$ cat config.mk
export PLATFORM = sky130hd
export DESIGN_NAME = mips_control
export DESIGN_NICKNAME = d
export VERILOG_FILES = /design/src/rtl/mips_pkg.sv /design/src/rtl/mips_control_outdec.sv /design/src/rtl/mips_control.sv
export SDC_FILE = /design/constraint.sdc
export NUM_CORES = 1
export LEC_CHECK = 0
export BUFFER_PORTS_ARGS = -buffer_cell sky130_fd_sc_hd__clkbuf_2
export CORE_AREA = 2 2 39 41
export CTS_CLUSTER_SIZE = 40
export DETAILED_ROUTE_END_ITERATION = 16
export DIE_AREA = 0 0 41 43
export HOLD_SLACK_MARGIN = 0.12
export PLACE_DENSITY = 0.69
export SLEW_MARGIN = 20
export SYNTH_ARGS = -nofsm -noshare
export SYNTH_HDL_FRONTEND = slang
export SYNTH_HIERARCHICAL = 1
export SYNTH_SLANG_ARGS = --single-unit
$ cat constraint.sdc
create_clock -name clk -period 1.3 [get_ports clk]
set_input_delay 0.195 -clock clk [delete_from_list [all_inputs] [get_ports clk]]
set_output_delay 0.195 -clock clk [all_outputs]
set_load 0.01 [all_outputs]
$ cat src/rtl/mips_pkg.sv
// Shared constants and types for the multicycle MIPS main control unit.
package mips_pkg;

    // Primary opcodes, instr[31:26]
    localparam logic [5:0] OP_RTYPE = 6'b000000;
    localparam logic [5:0] OP_J     = 6'b000010;
    localparam logic [5:0] OP_BEQ   = 6'b000100;
    localparam logic [5:0] OP_ADDI  = 6'b001000;
    localparam logic [5:0] OP_LW    = 6'b100011;
    localparam logic [5:0] OP_SW    = 6'b101011;

    // ALU B operand select
    localparam logic [1:0] SRCB_REG     = 2'b00;
    localparam logic [1:0] SRCB_FOUR    = 2'b01;
    localparam logic [1:0] SRCB_IMM     = 2'b10;
    localparam logic [1:0] SRCB_IMM_SH2 = 2'b11;

    // Next-PC select
    localparam logic [1:0] PCSRC_ALU    = 2'b00;
    localparam logic [1:0] PCSRC_ALUOUT = 2'b01;
    localparam logic [1:0] PCSRC_JUMP   = 2'b10;

    // ALU operation class handed to the ALU decoder
    localparam logic [1:0] ALUOP_ADD   = 2'b00;
    localparam logic [1:0] ALUOP_SUB   = 2'b01;
    localparam logic [1:0] ALUOP_FUNCT = 2'b10;

    // Twelve used encodings; 12..15 are unused and recover to FETCH.
    typedef enum logic [3:0] {
        S_FETCH   = 4'd0,
        S_DECODE  = 4'd1,
        S_MEMADR  = 4'd2,
        S_MEMRD   = 4'd3,
        S_MEMWB   = 4'd4,
        S_MEMWR   = 4'd5,
        S_RTYPEEX = 4'd6,
        S_RTYPEWB = 4'd7,
        S_BEQEX   = 4'd8,
        S_JEX     = 4'd9,
        S_ADDIEX  = 4'd10,
        S_ADDIWB  = 4'd11
    } state_t;

    // Full set of datapath controls produced by one state
    typedef struct packed {
        logic       memwrite;
        logic       memread;
        logic       alusrca;
        logic [1:0] alusrcb;
        logic       pcen;
        logic [1:0] pcsource;
        logic       memtoreg;
        logic       regdst;
        logic       iord;
        logic       regwrite;
        logic       irwrite;
        logic [1:0] aluop;
    } ctrl_t;

endpackage

$ cat src/rtl/mips_control_outdec.sv
// Moore output decoder: maps the current control state to datapath controls.
module mips_control_outdec
    import mips_pkg::*;
(
    input  state_t state,
    output ctrl_t  ctrl
);

    // Every control defaults to 0; each state raises only what it needs.
    always_comb begin
        ctrl = '0;
        case (state)
            S_FETCH: begin
                ctrl.memread  = 1'b1;
                ctrl.irwrite  = 1'b1;
                ctrl.alusrcb  = SRCB_FOUR;
                ctrl.aluop    = ALUOP_ADD;
                ctrl.pcsource = PCSRC_ALU;
                ctrl.pcen     = 1'b1;
            end
            S_DECODE: begin
                ctrl.alusrcb = SRCB_IMM_SH2;
                ctrl.aluop   = ALUOP_ADD;
            end
            S_MEMADR, S_ADDIEX: begin
                ctrl.alusrca = 1'b1;
                ctrl.alusrcb = SRCB_IMM;
                ctrl.aluop   = ALUOP_ADD;
            end
            S_MEMRD: begin
                ctrl.memread = 1'b1;
                ctrl.iord    = 1'b1;
            end
            S_MEMWB: begin
                ctrl.regwrite = 1'b1;
                ctrl.memtoreg = 1'b1;
            end
            S_MEMWR: begin
                ctrl.memwrite = 1'b1;
                ctrl.iord     = 1'b1;
            end
            S_RTYPEEX: begin
                ctrl.alusrca = 1'b1;
                ctrl.alusrcb = SRCB_REG;
                ctrl.aluop   = ALUOP_FUNCT;
            end
            S_RTYPEWB: begin
                ctrl.regwrite = 1'b1;
                ctrl.regdst   = 1'b1;
            end
            // pcen stays 0: the datapath qualifies the branch write with zero.
            S_BEQEX: begin
                ctrl.alusrca  = 1'b1;
                ctrl.alusrcb  = SRCB_REG;
                ctrl.aluop    = ALUOP_SUB;
                ctrl.pcsource = PCSRC_ALUOUT;
            end
            S_JEX: begin
                ctrl.pcsource = PCSRC_JUMP;
                ctrl.pcen     = 1'b1;
            end
            S_ADDIWB: begin
                ctrl.regwrite = 1'b1;
            end
            default: ctrl = '0;
        endcase
    end

endmodule

$ cat src/rtl/mips_control.sv
// Main control FSM of the multicycle MIPS: sequences each instruction.
//
// state   | meaning
// FETCH   | read instruction at PC, load IR, PC <= PC + 4
// DECODE  | read registers, precompute branch target into ALUOut
// MEMADR  | compute load/store address A + imm
// MEMRD   | read data memory at ALUOut
// MEMWB   | write memory data into rt
// MEMWR   | write B into data memory at ALUOut
// RTYPEEX | ALU operation on A, B selected by funct
// RTYPEWB | write ALUOut into rd
// BEQEX   | compare A - B, branch to ALUOut when zero
// JEX     | load jump target into PC
// ADDIEX  | compute A + imm
// ADDIWB  | write ALUOut into rt
module mips_control
    import mips_pkg::*;
(
    input  logic       clk,
    input  logic       reset,
    input  logic [5:0] op,
    output logic       memwrite,
    output logic       memread,
    output logic       alusrca,
    output logic [1:0] alusrcb,
    output logic       pcen,
    output logic [1:0] pcsource,
    output logic       memtoreg,
    output logic       regdst,
    output logic       iord,
    output logic       regwrite,
    output logic       irwrite,
    output logic [1:0] aluop
);

    state_t state;
    state_t state_next;
    ctrl_t  ctrl;

    // State register; reset aborts any instruction and returns to FETCH.
    always_ff @(posedge clk or posedge reset) begin
        if (reset) begin
            state <= S_FETCH;
        end else begin
            state <= state_next;
        end
    end

    // Next-state: op is only consulted in DECODE and MEMADR.
    always_comb begin
        state_next = S_FETCH;
        case (state)
            S_FETCH: state_next = S_DECODE;
            S_DECODE: begin
                case (op)
                    OP_LW, OP_SW: state_next = S_MEMADR;
                    OP_RTYPE:     state_next = S_RTYPEEX;
                    OP_BEQ:       state_next = S_BEQEX;
                    OP_J:         state_next = S_JEX;
                    OP_ADDI:      state_next = S_ADDIEX;
                    default:      state_next = S_FETCH;
                endcase
            end
            S_MEMADR: begin
                if (op == OP_LW) begin
                    state_next = S_MEMRD;
                end else if (op == OP_SW) begin
                    state_next = S_MEMWR;
                end else begin
                    state_next = S_FETCH;
                end
            end
            S_MEMRD:   state_next = S_MEMWB;
            S_RTYPEEX: state_next = S_RTYPEWB;
            S_ADDIEX:  state_next = S_ADDIWB;
            default:   state_next = S_FETCH;
        endcase
    end

    mips_control_outdec u_outdec (
        .state (state),
        .ctrl  (ctrl)
    );

    assign memwrite = ctrl.memwrite;
    assign memread  = ctrl.memread;
    assign alusrca  = ctrl.alusrca;
    assign alusrcb  = ctrl.alusrcb;
    assign pcen     = ctrl.pcen;
    assign pcsource = ctrl.pcsource;
    assign memtoreg = ctrl.memtoreg;
    assign regdst   = ctrl.regdst;
    assign iord     = ctrl.iord;
    assign regwrite = ctrl.regwrite;
    assign irwrite  = ctrl.irwrite;
    assign aluop    = ctrl.aluop;

endmodule

Word-level counts from Yosys, hierarchy flattened:

Cells that the tools add are included.

* bits in registers: 4
* bits of input ports: 8
* output and inout bits: 15
* logic and storage cells: 42

* equal/unequal tests: 16
* multiplexer cells: 16
* reduce and logical (&&, ||, !) cells: 9

Operators with widths (number)
* $pmux W4 S6: 1
* $pmux W4 S5: 1
* $eq A4 B3 Y1 const B: 4
* $eq A4 B4 Y1 const B: 4
* $eq A6 B6 Y1 const B: 2
* $reduce_or A2 Y1: 5
* $mux W1: 9
* $eq A4 B2 Y1 const B: 2
* $pmux W2 S2: 2
* $eq A6 B2 Y1 const B: 1
* $eq A6 B3 Y1 const B: 1
* $eq A6 B4 Y1 const B: 1
* $logic_not A6 Y1: 1
* $mux W3: 2
* $pmux W2 S3: 1
* $eq A4 B1 Y1 const B: 1
* $logic_not A4 Y1: 1
* $reduce_or A4 Y1: 1
* $reduce_or A3 Y1: 1

Logic depth before layout (Yosys ltp):

* depth after elaboration: 4
* mapped depth: 4
* depth with buffers taken out: 3

Modules after synthesis:

The synthesis kept the hierarchy.

Modules (own cells, without submodules)
* mips_control: times used 1, cells each 36, area each 309.0 µm², sequential area each 100.1 µm²
* mips_control_outdec: times used 1, cells each 29, area each 229.0 µm², sequential area each 0.0 µm²

Least setup slack after synthesis:

Ideal clock, no wire load.

* kind: register to output
* start point: reg state[2]
* end point: out pcsource[0]
* arrival: 1322 ps
* required time: 1105 ps
* slack: -217 ps
* cell stages (with the launch flop): 5
* path buffers: 2
* cells stage by stage: dfrtp_1 buf_2 nand2b_1 nor3_1 buf_4

* word-level cells in the longest chain between the ends: 2
* elaborated cells on any way between the ends: 3
* classes of those cells: eq/ne: 2; mux: 1

RTL lines
* start, declared: RTL line mips_control.sv:36 `state_t state;`
* start signal, assigned: RTL line mips_control.sv:45 `state <= state_next;`
* $eq A4 B4 Y1: RTL line mips_control_outdec.sv:12 `case (state)`
* $pmux W2 S2 *: RTL line mips_control_outdec.sv:12
* end, declared: RTL line mips_control.sv:27 `output logic [1:0] pcsource,`

Every way passes the cells marked *; elsewhere a longest branch is shown, timed or not.

Worst setup path in the final report:

* start point: reg state[3]
* end point: out alusrcb[1]

* word-level cells in the longest chain between the ends: 3
* elaborated cells on any way between the ends: 6
* classes of those cells: eq/ne: 3; mux: 1; reduce/logical: 2

RTL lines
* $eq A4 B2 Y1 / $eq A4 B4 Y1 (equally long branches): RTL line mips_control_outdec.sv:12
* $reduce_or A2 Y1: RTL line mips_control_outdec.sv:12
* $pmux W2 S3 *: RTL line mips_control_outdec.sv:12
* end, declared: RTL line mips_control.sv:25 `output logic [1:0] alusrcb,`

Marks and branches as above.

==> metrics.txt <==
CTS clock-pin slew for the worst setup and hold paths=0.04 ns; Area contributors post-synth=dfrtp_1 (19%), nand2b_1 (7.0%), nor3_1 (5.6%); Die Area=1760 um2; post-synthesis register bit count=4; total I/O pin count=23; Final Cycle Share=1.16; Slew Limit Fails=0; Worst-Skew Late Latency=0.24 ns; Total Routing Usage GR=0.200; Area after DPL=748 um2; total chip power=1.02 mW; status=finished, violations left; Synth Warn #=6; WP data required=1.11 ns; post-route cell area=918 um2; final wirelength=1.53 mm; CP Launch Type=flop; Slew HR=0.758; first-pass GRT wire length=2.39 mm; # diodes=0; # fillers=115; post-synthesis average cell area=8.28 um2; Die X=41 um; most flop-heavy register=state; min Tclk post-route=1.51 ns; clk_skew=0.00306 ns; vias in the first global route=589; hpwl dp=974 um; via count of the routed design=662; clk root buf=clkbuf_4; Initial Util=0.389; DRT Pass-1 Iters=5; core area=1380 um2; FP Rows=14; crit path max fanout=6; crit path capture type=primary output; Post-Syn Area=538 um2; CTS tree=built; Worst VDD drop=693 uV; Mapped Cells=65; GRT overflow=0; maxcap violations=0; TritonCTS Buffers=3; Area growth syn-to-layout=70.7%; Largest register FFs=4; top cell type's share of synthesized area=0.186; Synth cell types=34; Final Wtd Congestion=0.787; Net Count, Synth=73; Iter 0 DRT Violations=4; RSZ-0062 raised after global routing=yes; routed vias/inst=5.52; number of synthesized flops with an enable pin=0; FMAX=663 MHz; largest net degree at the start of global routing=12; Pleak=0.414 nW; setup tns final=-2.45 ns; Setup violations, final=19; die height=43 um; Worst Tran Pin Value=0.360 ns; Remaining DRCs=0; clk buf depth=2; H-tree levels=1; fin nets=113; antenna-violating nets left=0; violated checks=setup timing; Yosys top cell by area=dfrtp_1; Final Hold Vio Count=0; Layout Utilization=0.664; final worst slack=-0.208 ns; HP Class=in2reg; critical path type=reg2out; area of the multi-input gates=469 um2; initial antenna violation count=0; port bufs=22; clock sinks=4; FF+latch area=104 um2; crit path DAT=1.31 ns; Synth async-reset ratio=1.00; Power per Cell Area=1110 nW/um2; top flop regs=state: 4 flops; Main synth FF type=dfrtp_1; WL/cell=12.7 um; layout cells sized above 1=0.606; Commonest cells post-synth=nand2b_1 (6), nor3_1 (6), nor2_1 (5), dfrtp_1 (4); sequential element share of the synthesized area=0.186
## where the power goes
part / switching [mW] / internal, mW
combinational: 0.298 / 0.360
clock: 0.0559 / 0.116
sequential: 0.0450 / 0.149
total: 0.398 / 0.624
## stage by stage
| stage | worst slack [ns] | std cells | hold slack (ns) |
|---|---|---|---|
| 2_1_floorplan | 0.00735 | 65 | -0.0391 |
| 3_5_place_dp | -0.0181 | 108 | 0.0702 |
| 6_report | -0.208 | 120 | 0.305 |
| 4_1_cts | -0.235 | 117 | 0.300 |
| 3_3_place_gp | 0.0175 | 108 | 0.0660 |
| 5_1_grt | -0.277 | 120 | 0.350 |
## metal layers
| layer | up-vias | wire length, um | global-route usage |
|---|---|---|---|
| met2 | 27 | 835 | 0.359 |
| met1 | 310 | 601 | 0.202 |
| met3 | 2 | 80 | 0.0314 |
| met5 | - | 0 | 0 |
| met4 | 0 | 10 | 0.100 |
| li1 | 323 | - | - |
## cells by family after synthesis
logic type                Yosys count  synth area share
xor gates and xnor gates            4            0.0651
buffers and inverters               7            0.0930
DFF                                 4             0.186
and+or+nand+nor                    35             0.456
AOI/OAI and AO/OA                  15             0.200
## layout make-up
type                       instances  area share
clock buffer                       4      0.0286
multi-input combinational         54       0.511
tap                               16      0.0218
sequential                         4       0.113
timing repair buffer              40       0.317
inverter                           2     0.00817
## worst paths after layout
path,startpoint,endpoint,slack [ns],cells past startpoint
worst min register to register,state[0]$_DFF_PP0_,state[0]$_DFF_PP0_,0.70,2
worst max-delay path,state[3]$_DFF_PP0_,alusrcb[1],-0.21,3
max in group asynchronous,reset,state[3]$_DFF_PP0_,0.77,3
worst max register to register,state[3]$_DFF_PP0_,state[2]$_DFF_PP0_,-0.07,6
min in group asynchronous,reset,state[2]$_DFF_PP0_,0.36,3
worst min-delay path,op[5],state[3]$_DFF_PP0_,0.30,4
## cells in the final DEF, fill, tap and decap left out, drive strengths merged, types with 3 or more instances in the layout
master and instances:
clkbuf 13, o21ai 4, buf 30, dfrtp 4, a21oi 4, nor4 3
nor2 5, nand2b 6, nor3 6, xor2 3
## timing repair
item                                   CTS  global route
buffers inserted                         4             3
hold buffers                             1             0
gates cloned                             0             0
pin swaps                                6             7
resized for setup                       11            19
setup endpoints to repair               18            19
endpoints found under the hold margin    4             0
## critical path, stage by stage (launching register included)
cell     delay (ns)
dfrtp_2        0.44
or3b_1         0.38
a21oi_2        0.12
buf_2          0.14
(Power assumes the default switching activity.)
